`config.mk`:
```
export PLATFORM = sky130hd
export DESIGN_NAME = mult_rr_scheduler
export DESIGN_NICKNAME = d
export VERILOG_FILES = /design/src/rtl/mult_rr_scheduler.sv
export SDC_FILE = /design/constraint.sdc
export NUM_CORES = 1
export LEC_CHECK = 0
export ABC_AREA = 1
export BUFFER_PORTS_ARGS = -buffer_cell sky130_fd_sc_hd__buf_2
export CAP_MARGIN = 20
export CORE_MARGIN = 3
export CORE_UTILIZATION = 50
export CTS_BUF_LIST = sky130_fd_sc_hd__clkbuf_8 sky130_fd_sc_hd__clkbuf_16
export DETAILED_ROUTE_END_ITERATION = 8
export PLACE_DENSITY = 0.78
export SETUP_SLACK_MARGIN = 0.5
export SLEW_MARGIN = 20
export SYNTH_ARGS = -nofsm -noshare
export SYNTH_HDL_FRONTEND = slang
export SYNTH_SLANG_ARGS = --single-unit
```
`constraint.sdc`:
```
create_clock -name clk -period 2.7 [get_ports clk]
set_input_delay 0.135 -clock clk [delete_from_list [all_inputs] [get_ports clk]]
set_output_delay 0.135 -clock clk [all_outputs]
set_load 0.01 [all_outputs]
```
`src/rtl/mult_rr_scheduler.sv`:
```
// mult_rr_scheduler: round-robin front end sharing one sign-magnitude
// 4x4 multiplier among NREQ requesters, with a 2-stage valid/ready pipe.
//
// Ports:
//   clk        rising-edge clock
//   rst_n      asynchronous active-low reset
//   req_valid  [NREQ]    requester i has an operand pair
//   req_ready  [NREQ]    one-hot grant (transfer when valid & ready)
//   req_a      [4*NREQ]  packed operand A, lane i at [4i+3:4i]
//   req_b      [4*NREQ]  packed operand B, same packing
//   rsp_valid  result register holds a product
//   rsp_ready  consumer accepts the product
//   rsp_id     [IDW]     requester that owns the product
//   rsp_prod   [7]       sign-magnitude product, sign at [6]

// signed_multiplier: combinational 4-bit sign-magnitude multiply.
// Ports: i_a, i_b (sign at [3]); o_prod (sign at [6], magnitude [5:0]).
module signed_multiplier (
    input  logic [3:0] i_a,
    input  logic [3:0] i_b,
    output logic [6:0] o_prod
);
    logic [5:0] w_mag;

    assign w_mag  = {3'b000, i_a[2:0]} * {3'b000, i_b[2:0]};
    assign o_prod = {i_a[3] ^ i_b[3], w_mag};
endmodule

module mult_rr_scheduler #(
    parameter int NREQ      = 4,
    parameter int IDW       = 2,
    parameter bit NORM_ZERO = 1'b1
) (
    input  logic              clk,
    input  logic              rst_n,
    input  logic [NREQ-1:0]   req_valid,
    output logic [NREQ-1:0]   req_ready,
    input  logic [4*NREQ-1:0] req_a,
    input  logic [4*NREQ-1:0] req_b,
    output logic              rsp_valid,
    input  logic              rsp_ready,
    output logic [IDW-1:0]    rsp_id,
    output logic [6:0]        rsp_prod
);
    // One extra bit so ptr+k can be reduced modulo NREQ without overflow.
    localparam int            PW     = IDW + 1;
    localparam logic [PW-1:0] NREQ_W = PW'(NREQ);

    logic [IDW-1:0] r_ptr;
    logic           r_s1_v;
    logic [3:0]     r_op_a;
    logic [3:0]     r_op_b;
    logic [IDW-1:0] r_op_id;
    logic           r_rsp_valid;
    logic [IDW-1:0] r_rsp_id;
    logic [6:0]     r_rsp_prod;

    logic           w_s2_free;
    logic           w_s1_adv;
    logic           w_s1_free;
    logic           w_found;
    logic [IDW-1:0] w_gnt_id;
    logic [PW-1:0]  w_idx;
    logic [PW-1:0]  w_ptr_sum;
    logic [IDW-1:0] w_ptr_nxt;
    logic           w_hs;
    logic [3:0]     w_gnt_a;
    logic [3:0]     w_gnt_b;
    logic [6:0]     w_core;
    logic [6:0]     w_prod;

    assign w_s2_free = !r_rsp_valid | rsp_ready;
    assign w_s1_adv  = r_s1_v & w_s2_free;
    assign w_s1_free = !r_s1_v | w_s2_free;

    // Scan from r_ptr upward, wrapping at NREQ; first valid wins.
    always_comb begin
        w_found  = 1'b0;
        w_gnt_id = '0;
        w_idx    = '0;
        for (int k = 0; k < NREQ; k++) begin
            w_idx = {1'b0, r_ptr} + PW'(k);
            if (w_idx >= NREQ_W) begin
                w_idx = w_idx - NREQ_W;
            end
            if (!w_found && req_valid[w_idx[IDW-1:0]]) begin
                w_found  = 1'b1;
                w_gnt_id = w_idx[IDW-1:0];
            end
        end
    end

    assign w_hs = w_found & w_s1_free;

    // Grant is masked during reset, when the pipe looks empty.
    always_comb begin
        req_ready = '0;
        if (w_hs && rst_n) begin
            req_ready[w_gnt_id] = 1'b1;
        end
    end

    always_comb begin
        w_ptr_sum = {1'b0, w_gnt_id} + PW'(1);
        w_ptr_nxt = w_ptr_sum[IDW-1:0];
        if (w_ptr_sum >= NREQ_W) begin
            w_ptr_nxt = '0;
        end
    end

    assign w_gnt_a = req_a[4*w_gnt_id +: 4];
    assign w_gnt_b = req_b[4*w_gnt_id +: 4];

    signed_multiplier u_mul (
        .i_a    (r_op_a),
        .i_b    (r_op_b),
        .o_prod (w_core)
    );

    // Optionally fold -0 into +0.
    always_comb begin
        w_prod = w_core;
        if (NORM_ZERO && (w_core[5:0] == 6'd0)) begin
            w_prod = 7'd0;
        end
    end

    always_ff @(posedge clk or negedge rst_n) begin
        if (!rst_n) begin
            r_ptr   <= '0;
            r_s1_v  <= 1'b0;
            r_op_a  <= '0;
            r_op_b  <= '0;
            r_op_id <= '0;
        end else if (w_hs) begin
            r_ptr   <= w_ptr_nxt;
            r_s1_v  <= 1'b1;
            r_op_a  <= w_gnt_a;
            r_op_b  <= w_gnt_b;
            r_op_id <= w_gnt_id;
        end else if (w_s1_adv) begin
            r_s1_v  <= 1'b0;
        end
    end

    always_ff @(posedge clk or negedge rst_n) begin
        if (!rst_n) begin
            r_rsp_valid <= 1'b0;
            r_rsp_id    <= '0;
            r_rsp_prod  <= '0;
        end else if (w_s1_adv) begin
            r_rsp_valid <= 1'b1;
            r_rsp_id    <= r_op_id;
            r_rsp_prod  <= w_prod;
        end else if (rsp_ready) begin
            r_rsp_valid <= 1'b0;
        end
    end

    assign rsp_valid = r_rsp_valid;
    assign rsp_id    = r_rsp_id;
    assign rsp_prod  = r_rsp_prod;
endmodule

```
* Word-level counts from Yosys, hierarchy flattened
Index checks and enable logic that the tools add are counted.
Word-level totals: register bits after elaboration 23, bits of input ports 39, output and inout bits 14
Operators by class: add/sub/neg operators 8, multipliers 1, order comparisons 11, shift operators 2, mux-type cells 29, bitwise operators 5, reduce and logical (&&, ||, !) cells 13
Operator list (count):
- $shiftx 16x5->4 | 2
- $mux 2 | 9
- $lt 2x3->1 const B | 5
- $mux 1 | 13
- $ge 3x3->1 const B | 4
- $bmux 1 s2 | 4
- $sub 2x1->2 const B | 4
- $mux 7 | 1
- $add 2x1->3 const B | 2
- $add 2x2->3 const B | 2
- $logic_not 6->1 | 1
- $mul 3x3->6 | 1
- $logic_and 1x1->1 | 5
- $logic_not 1->1 | 5
- $mux 4 | 1
- $reduce_bool 2->1 | 2
- $ge 2x3->1 const B | 1
- $and 1x1->1 | 2
- $demux 1 s2 | 1
- $ge 2x1->1 const B | 1
- $or 1x1->1 | 2
- $xor 1x1->1 | 1

* Logic depth before layout (Yosys ltp)
Gate-level depths: netlist of the first run.
depth after elaboration 19, gate-level depth with buffers 16, gate-level depth less buffers 15

* Modules after synthesis
From an unflattened synthesis of the first run, not the netlist that was laid out.
Second synthesis, totals: cells, all modules 257, area, all modules 1910.6 µm²
By module, submodules not included:
- mult_rr_scheduler | times used 1, cells an instance 222, area each 1690.4 µm², seq. area each 575.6 µm²
- signed_multiplier | times used 1, cells an instance 35, area each 220.2 µm², seq. area each 0.0 µm²

* Least setup slack after synthesis of the first run
Ideal clock, no wire load.
path kind register to register, from register r_op_a[0], to register r_rsp_prod[6], in the netlist rsp_prod[6], arrival time 1.886 ns, required time 2.553 ns, path slack 0.667 ns, stages on the path, launching flop included 8, path buffers 0, period minus slack after synthesis 2.033 ns, cell sequence dfrtp_1 nand2_1 fa_1 inv_1 ha_1 fa_1 nor3_1 a41oi_1
Between the ends: cells in the longest elaborated chain, start to end 3
RTL lines:
- start, declared | RTL line 51 | logic [3:0] r_op_a;
- start signal, assigned | RTL line 138 | r_op_a <= w_gnt_a;
- $mul 3x3->6 | RTL line 25 | assign w_mag = {3'b000, i_a[2:0]} * {3'b000, i_b[2:0]};
- $logic_not 6->1 | RTL line 123 | if (NORM_ZERO && (w_core[5:0] == 6'd0)) begin
- $mux 7 | RTL line 123
- end signal, assigned | RTL line 154 | r_rsp_prod <= w_prod;
- end, declared | RTL line 56 | logic [6:0] r_rsp_prod;
Every way passes these cells. A chain may end at the register's enable or synchronous reset.

* Final worst setup path of the first run
from register r_ptr[0], to output port req_ready[0]
Between the ends: cells in the longest elaborated chain, start to end 19, elaborated cells on any way between the ends 45, classes of those cells 7 x add/sub; 6 x order compare; 23 x mux; 1 x bitwise; 8 x reduce/logical
RTL lines:
- start, declared | RTL line 49 | logic [IDW-1:0] r_ptr;
- start signal, assigned | RTL line 136 | r_ptr <= w_ptr_nxt;
- branches (longest 18 deep; another with $add 2x1->3)
- $mux 4 * | RTL line 98 | if (w_hs && rst_n) begin
- end, declared | RTL line 37 | output logic [NREQ-1:0] req_ready,
Mark *: on every way between the ends. The select of a mux whose other input is x is not followed.

==> impl_metrics.tcl, run 1 <==
set metrics [dict create \
    status "complete, but fails checks" \
    violations "negative hold slack" \
    port_buffers 52 \
    gr-usage-met3 0.02080 \
    synth_xor_area_frac 0.01006 \
    grt_util_all_layers 0.2175 \
    ys.flop_type "dfrtp_1" \
    hold_slack_ns -0.02505 \
    antennaDiodeCount 0 \
    synth_compound_area_frac 0.04670 \
    fin_crit_ns 2.378 \
    top_usage_layer "met2" \
    fill_cells 247 \
    synthToLayoutAreaGrowth_pct 38.07 \
    slew_headroom 0.6551 \
    path_cells "buf_6 > nand2_1 > nand2_2 > nand2_1 > nand2_1 > nand2_2 > nand2_2 > nand2_2 > nand3_4 > buf_6 > ha_2 > inv_1 > nor2_1 > buf_2" \
    wire_per_inst_um 13.56 \
    clock_sinks 23 \
    row_count 20 \
    via_count 1958 \
    max_clock_freq_ghz 0.4205 \
    fin_nets 384 \
    syn_inst 255 \
    power_density_nw_per_um2 1615 \
    io_pins 53 \
    clockRootBuffer "clkbuf_8" \
    finalHoldViolCount 23 \
    dp_cells 346 \
    grt_overflow 0 \
    grt_pass1_wl_um 7155 \
    ys_types 29 \
    antenna_found_initial 0 \
    fin_total_pwr_mw 3.884 \
    crit_family "simple AND/OR/NAND/NOR gates" \
    die-area_um2 4228 \
    crit_fanout 7 \
    dieHeight_um 65.02 \
    wl_um 5112 \
    met2_usage 0.3525 \
    syn_area_per_cell_um2 6.830 \
    final_cells 377 \
    critPathMaxStageDelay_ns 0.49 \
    worst_pin_slew_ns 0.5173 \
    synth_edf_count 0 \
    via_per_inst 5.194 \
    path_buf_inv 4 \
    syn-cell-area_um2 1742 \
    finalSetupViolCount 0 \
    synth_top_family_by_area "simple AND/OR/NAND/NOR gates" \
    place_area_um2 2018 \
    dp_hpwl_um 2928 \
    worstSetupEndpointType "output port" \
    htreeDepth 1 \
    numCtsBuffers 3 \
    drc 0 \
    grt_max_degree 24 \
    start_util 0.5480 \
    synth_warnings 0 \
    ys_seq_elements 23 \
    finalClockSkew_ns 0.006030 \
    hold_class "in -> async" \
    crit_path_frequent_cell "nand2_2" \
    p_leak_nw 1.422 \
    final_max_slew_viol_count 0 \
    fp.dieW_um 65.02 \
    fin_area_um2 2405 \
    ys_async_sr_fraction 1.000 \
    setup_tns_ns 0 \
    synthAdderAreaFrac 0.08764 \
    syn_nets 305 \
    arrival_ns 2.24 \
    cap_viol_max_count 0 \
    clkSlewWorstSetupHoldPaths_ns 0.08 \
    path_class "reg -> out" \
    drive_gt1_frac 0.3964 \
    cp.required_ns 2.57 \
    drt_iter0_drc 121 \
    synthSimpleGateAreaFrac 0.4088 \
    final_core_util 0.7567 \
    min_period_over_period 0.8807 \
    worstSetupStartpointType "register" \
    cp_slowest_cell "dfrtp_2" \
    yosysSeqAreaShare 0.3305 \
    first_pass_iters 5 \
    grt_pass1_vias 1621 \
    irDropWorstVdd_uv 879.4 \
    reg2reg_depth 17 \
    synthMuxAreaShare 0.02514 \
    cts_tree "yes" \
    cts_buffer_depth 2 \
    gp_congestion 0.8552 \
    core_um2 3178 \
    rsz0062_at_grt "yes" \
    detail-route-antenna-nets 0 \
    cp.depth 14 \
    use_met1 0.2896 \
    clock_latency_ns 0.28 \
]
## registers in the layout, summed over array words and instances (netlist names)
signal	flops
rsp_id	2
r_op_b	4
r_ptr	2
rsp_prod	7
rsp_valid	1
r_op_id	2
r_s1_v	1
r_op_a	4
## routing by layer
layer | vias up | routed length, um
met3 | 29 | 428
li1 | 949 | -
met1 | 861 | 2034
met5 | - | 0
met4 | 0 | 272
met2 | 119 | 2377
## final timing paths
kind | startpoint | endpoint | slack (ns)
setup reg to reg | r_ptr[0] | r_op_b[0] | 0.49
hold / removal | rst_n | rsp_id[0] | -0.03
max in group asynchronous | rst_n | r_ptr[0] | 2.35
hold reg to reg | rsp_prod[0] | rsp_prod[0] | 0.49
setup / recovery | r_ptr[0] | req_ready[0] | 0.32
min in group clk | rsp_ready | rsp_valid | 0.14
## where the power goes
part / switching [mW] / total [mW] / internal, mW
registers: 0.134 / 0.664 / 0.530
logic: 1.77 / 3.00 / 1.23
clock network: 0.117 / 0.219 / 0.102
## placed cells by master, fill, tap and decap left out, types with 2 or more instances in the layout
| cell | netlist | layout |
|---|---|---|
| a21oi_1 | 3 | 3 |
| buf_2 | 1 | 53 |
| buf_4 | 2 | 22 |
| buf_6 | 2 | 3 |
| clkbuf_8 | 0 | 3 |
| dfrtp_1 | 23 | 21 |
| dfrtp_2 | 0 | 2 |
| fa_1 | 2 | 2 |
| ha_1 | 9 | 5 |
| ha_2 | 0 | 4 |
| inv_1 | 25 | 24 |
| inv_2 | 5 | 4 |
| mux2_2 | 3 | 3 |
| nand2_1 | 124 | 109 |
| nand2_2 | 7 | 18 |
| nand2_4 | 0 | 4 |
| nand3_1 | 21 | 16 |
| nand3_2 | 0 | 4 |
| nand3_4 | 2 | 4 |
| nor2_1 | 6 | 6 |
| nor2_4 | 2 | 2 |
| o21ai_0 | 5 | 5 |
| o21ai_1 | 2 | 2 |
## final cells by class
type,instances,area [um^2],area share
timing repair inverter,1,5.005,0.002081
tap,44,55.05,0.02289
multi-input combinational,197,1130,0.4698
clock inverter,1,3.754,0.001561
sequential,23,578.1,0.2404
inverter,30,127.6,0.05307
clock buffer,3,41.29,0.01717
timing repair buffer,78,464.2,0.1930
## cell usage after synthesis, types with 2 or more instances
cell type / n / area (um^2)
nor2_1: 6 / 22.52
nand2_2: 7 / 43.79
nand3_1: 21 / 105.1
fa_1: 2 / 40.04
nand2_1: 124 / 465.5
buf_4: 2 / 15.01
dfrtp_1: 23 / 575.6
nor2_4: 2 / 22.52
mux2_2: 3 / 33.78
a21oi_1: 3 / 15.01
buf_6: 2 / 22.52
ha_1: 9 / 112.6
inv_1: 25 / 93.84
nand3_4: 2 / 35.03
o21ai_1: 2 / 10.01
inv_2: 5 / 18.77
o21ai_0: 5 / 25.02
## metrics by stage
stage                     hold slack [ns]  setup slack [ns]
after CTS                          0.1436            0.4898
final                            -0.02505            0.3220
after detailed placement           0.1424            0.2920
after global routing              0.03175            0.1942
after global placement             0.1371            0.3870
after floorplan                   -0.1606            0.6668
## cells by family after synthesis
kind of cell    after synthesis
fa+ha+maj                    11
xor+xnor                      2
compound gates               14
mux                           4
flops                        23
simple gates                165
buf+inv                      36
## timing repair
| action | in CTS | in global routing |
|---|---|---|
| buffers inserted | 13 | 11 |
| cloned | 1 | 1 |
| pin swaps | 7 | 17 |
| hold buffers | 1 | 0 |
| resized for setup | 21 | 25 |
| setup endpoints to repair | 8 | 6 |
| endpoints found under the hold margin | 23 | 0 |
(Power assumes the default switching activity.)
==> inputs of run 2 (changes only) <==
Settings changed: GPL_TIMING_DRIVEN set to 0, PLACE_DENSITY 0.78 to 0.77, SYNTH_HIERARCHICAL set to 1.
==> run 2 against run 1 <==
Against the previous run:
- the run now ends clean
- critical path type unchanged
- setup slack improved by 0.036 ns
- first-iteration DRC count rose by 33%
- critical endpoint is now req_ready[3]
- largest power group unchanged
- core utilization fell by 0.27 points
==> impl_metrics.tcl, run 2 <==
set metrics [dict create \
    synth_common_cells "nand2_1 (75), inv_1 (43), nand3_1 (33)" \
    dieHeight_um 67.82 \
    path_class "reg -> out" \
    wl_um 5104 \
    ys_async_sr_fraction 1.000 \
    worstSetupEndpointType "output port" \
    rsz0062_at_grt "yes" \
    gp_congestion 0.7776 \
    path_buf_inv 7 \
    min_period_over_period 0.8672 \
    hold_slack_ns 0.1409 \
    ys.flop_type "dfrtp_1" \
    synth_compound_area_frac 0.02947 \
    ys_types 32 \
    clkSlewWorstSetupHoldPaths_ns 0.08 \
    dp_cells 355 \
    yosys.area.top_type_share 0.3012 \
    antenna_found_initial 0 \
    irDropWorstVdd_uv 1044 \
    largest_register_ffs 7 \
    power_density_nw_per_um2 1565 \
    row_count 21 \
    fp.dieW_um 67.82 \
    final_common_cell "nand2_1" \
    mostFrequentLayoutCells "nand2_1 (66), buf_2 (52), inv_1 (36)" \
    syn_inst 257 \
    synthTopCellsByArea "dfrtp_1 (30%), nand2_1 (15%), nand3_1 (8.6%), inv_1 (8.4%), nand4_1 (5.2%)" \
    synth.most_common_cell "nand2_1" \
    slew_headroom 0.6441 \
    synth_edf_count 0 \
    first_pass_iters 4 \
    p_leak_nw 1.487 \
    finalClockSkew_ns 0.001850 \
    synthMuxAreaShare 0.02947 \
    grt_max_degree 25 \
    synthSimpleGateAreaFrac 0.4172 \
    cp.required_ns 2.57 \
    final_max_slew_viol_count 0 \
    via_count 1912 \
    start_util 0.5467 \
    fin_total_pwr_mw 4.123 \
    synth_warnings 6 \
    drc 0 \
    cp_slowest_cell "dfrtp_1" \
    yosysTopAreaCell "dfrtp_1" \
    seq_area_um2 576.8 \
    grt_pass1_wl_um 7396 \
    finalSetupViolCount 0 \
    final_cells 382 \
    clock_sinks 23 \
    grt_pass1_vias 1656 \
    synth_top_family_by_area "simple AND/OR/NAND/NOR gates" \
    fin_crit_ns 2.342 \
    fill_cells 266 \
    finalHoldViolCount 0 \
    drive_gt1_frac 0.4405 \
    cts_buffer_depth 2 \
    ys_seq_elements 23 \
    syn_nets 304 \
    dp_hpwl_um 3311 \
    via_per_inst 5.005 \
    io_pins 53 \
    crit_family "simple AND/OR/NAND/NOR gates" \
    cts_tree "yes" \
    crit_fanout 6 \
    synthAdderAreaFrac 0.06025 \
    hold_class "in -> reg" \
    path_cells "buf_6 > clkinv_8 > buf_8 > nand2_4 > nand3_4 > nand2_4 > nor2_4 > nand2_2 > nor2_4 > nor2_4 > buf_6 > inv_6 > ha_4 > inv_2 > nor2_2 > buf_2" \
    synthToLayoutAreaGrowth_pct 37.92 \
    antennaDiodeCount 0 \
    clockRootBuffer "clkbuf_8" \
    core_um2 3495 \
    status "completed" \
    syn_area_per_cell_um2 7.434 \
    arrival_ns 2.21 \
    grt_util_all_layers 0.2083 \
    htreeDepth 1 \
    fin_nets 384 \
    wire_per_inst_um 13.36 \
    syn-cell-area_um2 1911 \
    critPathMaxStageDelay_ns 0.39 \
    worst_pin_slew_ns 0.5338 \
    grt_overflow 0 \
    setup_tns_ns 0 \
    port_buffers 52 \
    drt_iter0_drc 161 \
    max_clock_freq_ghz 0.4271 \
    worstSetupStartpointType "register" \
    yosysSeqAreaShare 0.3012 \
    die-area_um2 4599 \
    synth_xor_area_frac 0.009168 \
    numCtsBuffers 3 \
    detail-route-antenna-nets 0 \
    clock_latency_ns 0.27 \
    crit_path_frequent_cell "nor2_4" \
    final_core_util 0.7540 \
    multi_input_area_um2 1192 \
    cap_viol_max_count 0 \
]
-- run 2: changes by cell type after synthesis, moves of 4 or more --
| cell | before | now |
|---|---|---|
| inv_1 | 25 | 43 |
| nand3_1 | 21 | 33 |
| nand2_1 | 124 | 75 |
| nand2_2 | 7 | 15 |
| clkbuf_8 | 0 | 4 |
| nand4_1 | 1 | 16 |
| nor2_1 | 6 | 1 |
-- run 2: tightest hold or removal path, stage by stage --
cell,delay [ns]
buf_2,0.08
inv_1,0.04
nand2_1,0.07
nand2_1,0.05
-- run 2: worst paths after layout --
kind | from | endpoint | slack [ns] | depth (start not counted)
max in group asynchronous | rst_n | r_ptr[1] | 1.94 | 2
setup reg to reg | r_op_b[2] | rsp_prod[6] | 0.38 | 11
hold reg to reg | rsp_prod[5] | rsp_prod[5] | 0.49 | 2
setup / recovery | r_ptr[0] | req_ready[3] | 0.36 | 16
hold / removal | rsp_ready | rsp_valid | 0.14 | 4
min in group asynchronous | rst_n | rsp_id[1] | 0.37 | 2
-- run 2: cell type report --
class,count,share of cell area
well taps,46,0.02184
multi-input cells,178,0.4525
plain buffers,9,0.04131
inverters,47,0.07740
clock inverters,1,0.001424
flip-flops and latches,23,0.2189
clock buffers,3,0.01567
repair buffers,75,0.1709
-- run 2: power by group --
part | internal (mW) | total (mW) | switching [mW] | leakage [nW]
clock | 0.102 | 0.212 | 0.110 | 0.0269
combinational | 1.42 | 3.27 | 1.85 | 1.18
sequential | 0.524 | 0.637 | 0.113 | 0.280
total | 2.05 | 4.12 | 2.08 | 1.49
-- run 2: per-stage QoR --
| step | worst slack, ns | instance area [um^2] |
|---|---|---|
| after floorplan | 0.4918 | 1911 |
| after detailed placement | 0.3653 | 2228 |
| final | 0.3585 | 2635 |
| after global routing | 0.1990 | 2635 |
| after CTS | 0.4013 | 2379 |
| after global placement | 0.3938 | 2228 |
-- run 2: cell families (layout without fill, tap and decap cells) --
family	count (synthesis)	in the layout
and+or+nand+nor	153	153
buffers and inverters	56	135
DFF	23	23
AOI/OAI and AO/OA	10	10
adders and majority gates	8	8
muxes	5	5
xor gates and xnor gates	2	2
-- run 2: per-layer routing --
layer,track usage,share of wire,vias up
li1,-,-,977
met3,0.02135,0.051,4
met1,0.2841,0.45,874
met2,0.3572,0.49,57
met5,0,0,-
met4,0.04467,0.0084,0
-- run 2: repair_timing --
item,in CTS,in global routing
pin swaps,8,16
hold endpoints to repair,23,0
hold buffers,1,0
resized for setup,12,45
setup endpoints to repair,5,7
gates cloned,1,0
setup buffers,9,12
==> inputs of run 3 (changes only) <==
Settings changed: REMOVE_ABC_BUFFERS set to 1.
==> run 3 against run 2 <==
Against the previous run:
- first-iteration DRC count decreased by 37%
- core utilization decreased by 5.5 points
- via count fell by 0.52%
- largest cell class unchanged
- sequential cell count stayed put
- clock skew increased by 0.0028 ns
- critical path depth shrank 5
- routed wire length is 9.7% lower
- worst hold slack improved by 0.0094 ns
- die area is the same
==> impl_metrics.tcl, run 3 (synthesis gave the netlist of run 2 again) <==
set metrics [dict create \
    status "completed" \
    finalHoldViolCount 0 \
    hold_depth 4 \
    finalSetupViolCount 0 \
    wl_um 4611 \
    hold_end "rsp_valid" \
    dp_cells 346 \
    antennaDiodeCount 0 \
    drc 0 \
    path_buf_inv 3 \
    min_period_over_period 0.8581 \
    critPathMaxStageDelay_ns 0.54 \
    crit_fanout 2 \
    irDropWorstVdd_uv 912.2 \
    r2r_slack_ns 0.38 \
    clkSlewWorstSetupHoldPaths_ns 0.08 \
    cp_slowest_cell "fa_1" \
    max_clock_freq_ghz 0.4316 \
    dp_hpwl_um 3039 \
    worst_pin_slew_ns 0.5416 \
    core_um2 3495 \
    worstSetupEndpointType "register" \
    slew_headroom 0.6390 \
    grt_util_all_layers 0.2114 \
    gp_congestion 0.8609 \
    grt_pass1_wl_um 7465 \
    finalClockSkew_ns 0.004686 \
    wire_per_inst_um 12.36 \
    grt_pass1_vias 1697 \
    final_max_slew_viol_count 0 \
    drt_iter0_drc 101 \
    reg2reg_depth 11 \
    fin_area_um2 2444 \
    io_pins 53 \
    die-area_um2 4599 \
    clockRootBuffer "clkbuf_8" \
    fp.dieW_um 67.82 \
    start_util 0.5467 \
    fin_crit_ns 2.317 \
    path_class "reg -> reg" \
    dieHeight_um 67.82 \
    numCtsBuffers 3 \
    rsz0062_at_grt "yes" \
    final_common_cell "nand2_1" \
    p_leak_nw 1.403 \
    path_cells "nand2_1 > inv_2 > fa_1 > ha_2 > inv_2 > fa_1 > inv_2 > nor4_4 > nand3_1 > nand2_1 > o21ai_1" \
    place_area_um2 2120 \
    hold_class "in -> reg" \
    row_count 21 \
    cp.required_ns 2.83 \
    dp_slack_ns 0.2262 \
    via_count 1902 \
    fin_nets 375 \
    hold_slack_ns 0.1502 \
    setup_tns_ns 0 \
    grt_overflow 0 \
    clock_sinks 23 \
    final_cells 373 \
    crit_family "adder cells" \
    port_buffers 52 \
    crit_path_frequent_cell "inv_2" \
    r2r_end "rsp_prod[6]" \
    hp-start "rsp_ready" \
    power_density_nw_per_um2 1489 \
    cap_viol_max_count 0 \
    drive_gt1_frac 0.4006 \
    worstSetupStartpointType "register" \
    clock_latency_ns 0.26 \
    via_per_inst 5.099 \
    r2r_start "r_op_b[0]" \
    largest_register_ffs 7 \
    synthToLayoutAreaGrowth_pct 27.90 \
    cts_buffer_depth 2 \
    setup_ws_ns 0.3832 \
    first_pass_iters 4 \
    detail-route-antenna-nets 0 \
    mostFrequentLayoutCells "nand2_1 (69), buf_2 (52), inv_1 (38)" \
    cts_tree "yes" \
    arrival_ns 2.45 \
    grt_max_degree 25 \
    htreeDepth 1 \
    antenna_found_initial 0 \
    fill_cells 291 \
]
-- run 3: area by class of cell --
class,instances,area (um^2),area share
tap,46,57.56,0.02355
timing repair buffer,75,454.2,0.1859
inverter,47,198.9,0.08141
clock buffer,3,41.29,0.01690
sequential,23,576.8,0.2360
multi-input combinational,178,1111,0.4547
clock inverter,1,3.754,0.001536
-- run 3: stage by stage --
stage	util	power, mW
after floorplan	-	2.280
after global placement	0.6065	2.701
after detailed placement	0.6065	2.766
after CTS	0.6778	3.405
after global routing	0.6992	3.997
final	0.6992	3.637
-- run 3: timing repair --
item | in CTS | in global routing
endpoints found under the hold margin | 23 | 0
gates resized for setup | 21 | 14
hold buffers | 1 | 0
endpoints found under the setup margin | 7 | 7
pin swaps | 15 | 14
setup buffers | 18 | 4
-- run 3: power breakdown --
group          internal [mW]  switching, mW
Combinational           1.15           1.64
Clock                  0.101          0.105
Sequential             0.524          0.118
Total                   1.78           1.86
-- run 3: routing by layer --
| layer | GRT usage | part of all wire | vias up |
|---|---|---|---|
| met4 | 0.06948 | 0.014 | 0 |
| met3 | 0.03284 | 0.057 | 9 |
| met5 | 0 | 0 | - |
| li1 | - | - | 964 |
| met2 | 0.3682 | 0.53 | 65 |
| met1 | 0.2663 | 0.40 | 864 |
-- run 3: worst register-to-register path: stages, from the launching register on --
cell and delay, ns:
dfrtp_1 0.40, nand2_1 0.08, inv_2 0.04, fa_1 0.54, ha_2 0.18, inv_2 0.04, fa_1 0.49, inv_2 0.05
nor4_4 0.13, nand3_1 0.09, nand2_1 0.08, o21ai_1 0.06
-- run 3: how the worst max path moves through the flow --
stage / start / endpoint / slack (ns) / cells past startpoint
6_report: r_op_b[0] / rsp_prod[6] / 0.38 / 11
5_1_grt: r_op_b[0] / rsp_prod[6] / 0.25 / 11
4_1_cts: r_op_b[0] / rsp_prod[6] / 0.37 / 11
3_5_place_dp: r_ptr[0] / req_ready[3] / 0.23 / 11
3_3_place_gp: r_ptr[0] / req_ready[3] / 0.25 / 11
2_1_floorplan: r_op_a[0] / rsp_prod[6] / 0.44 / 11
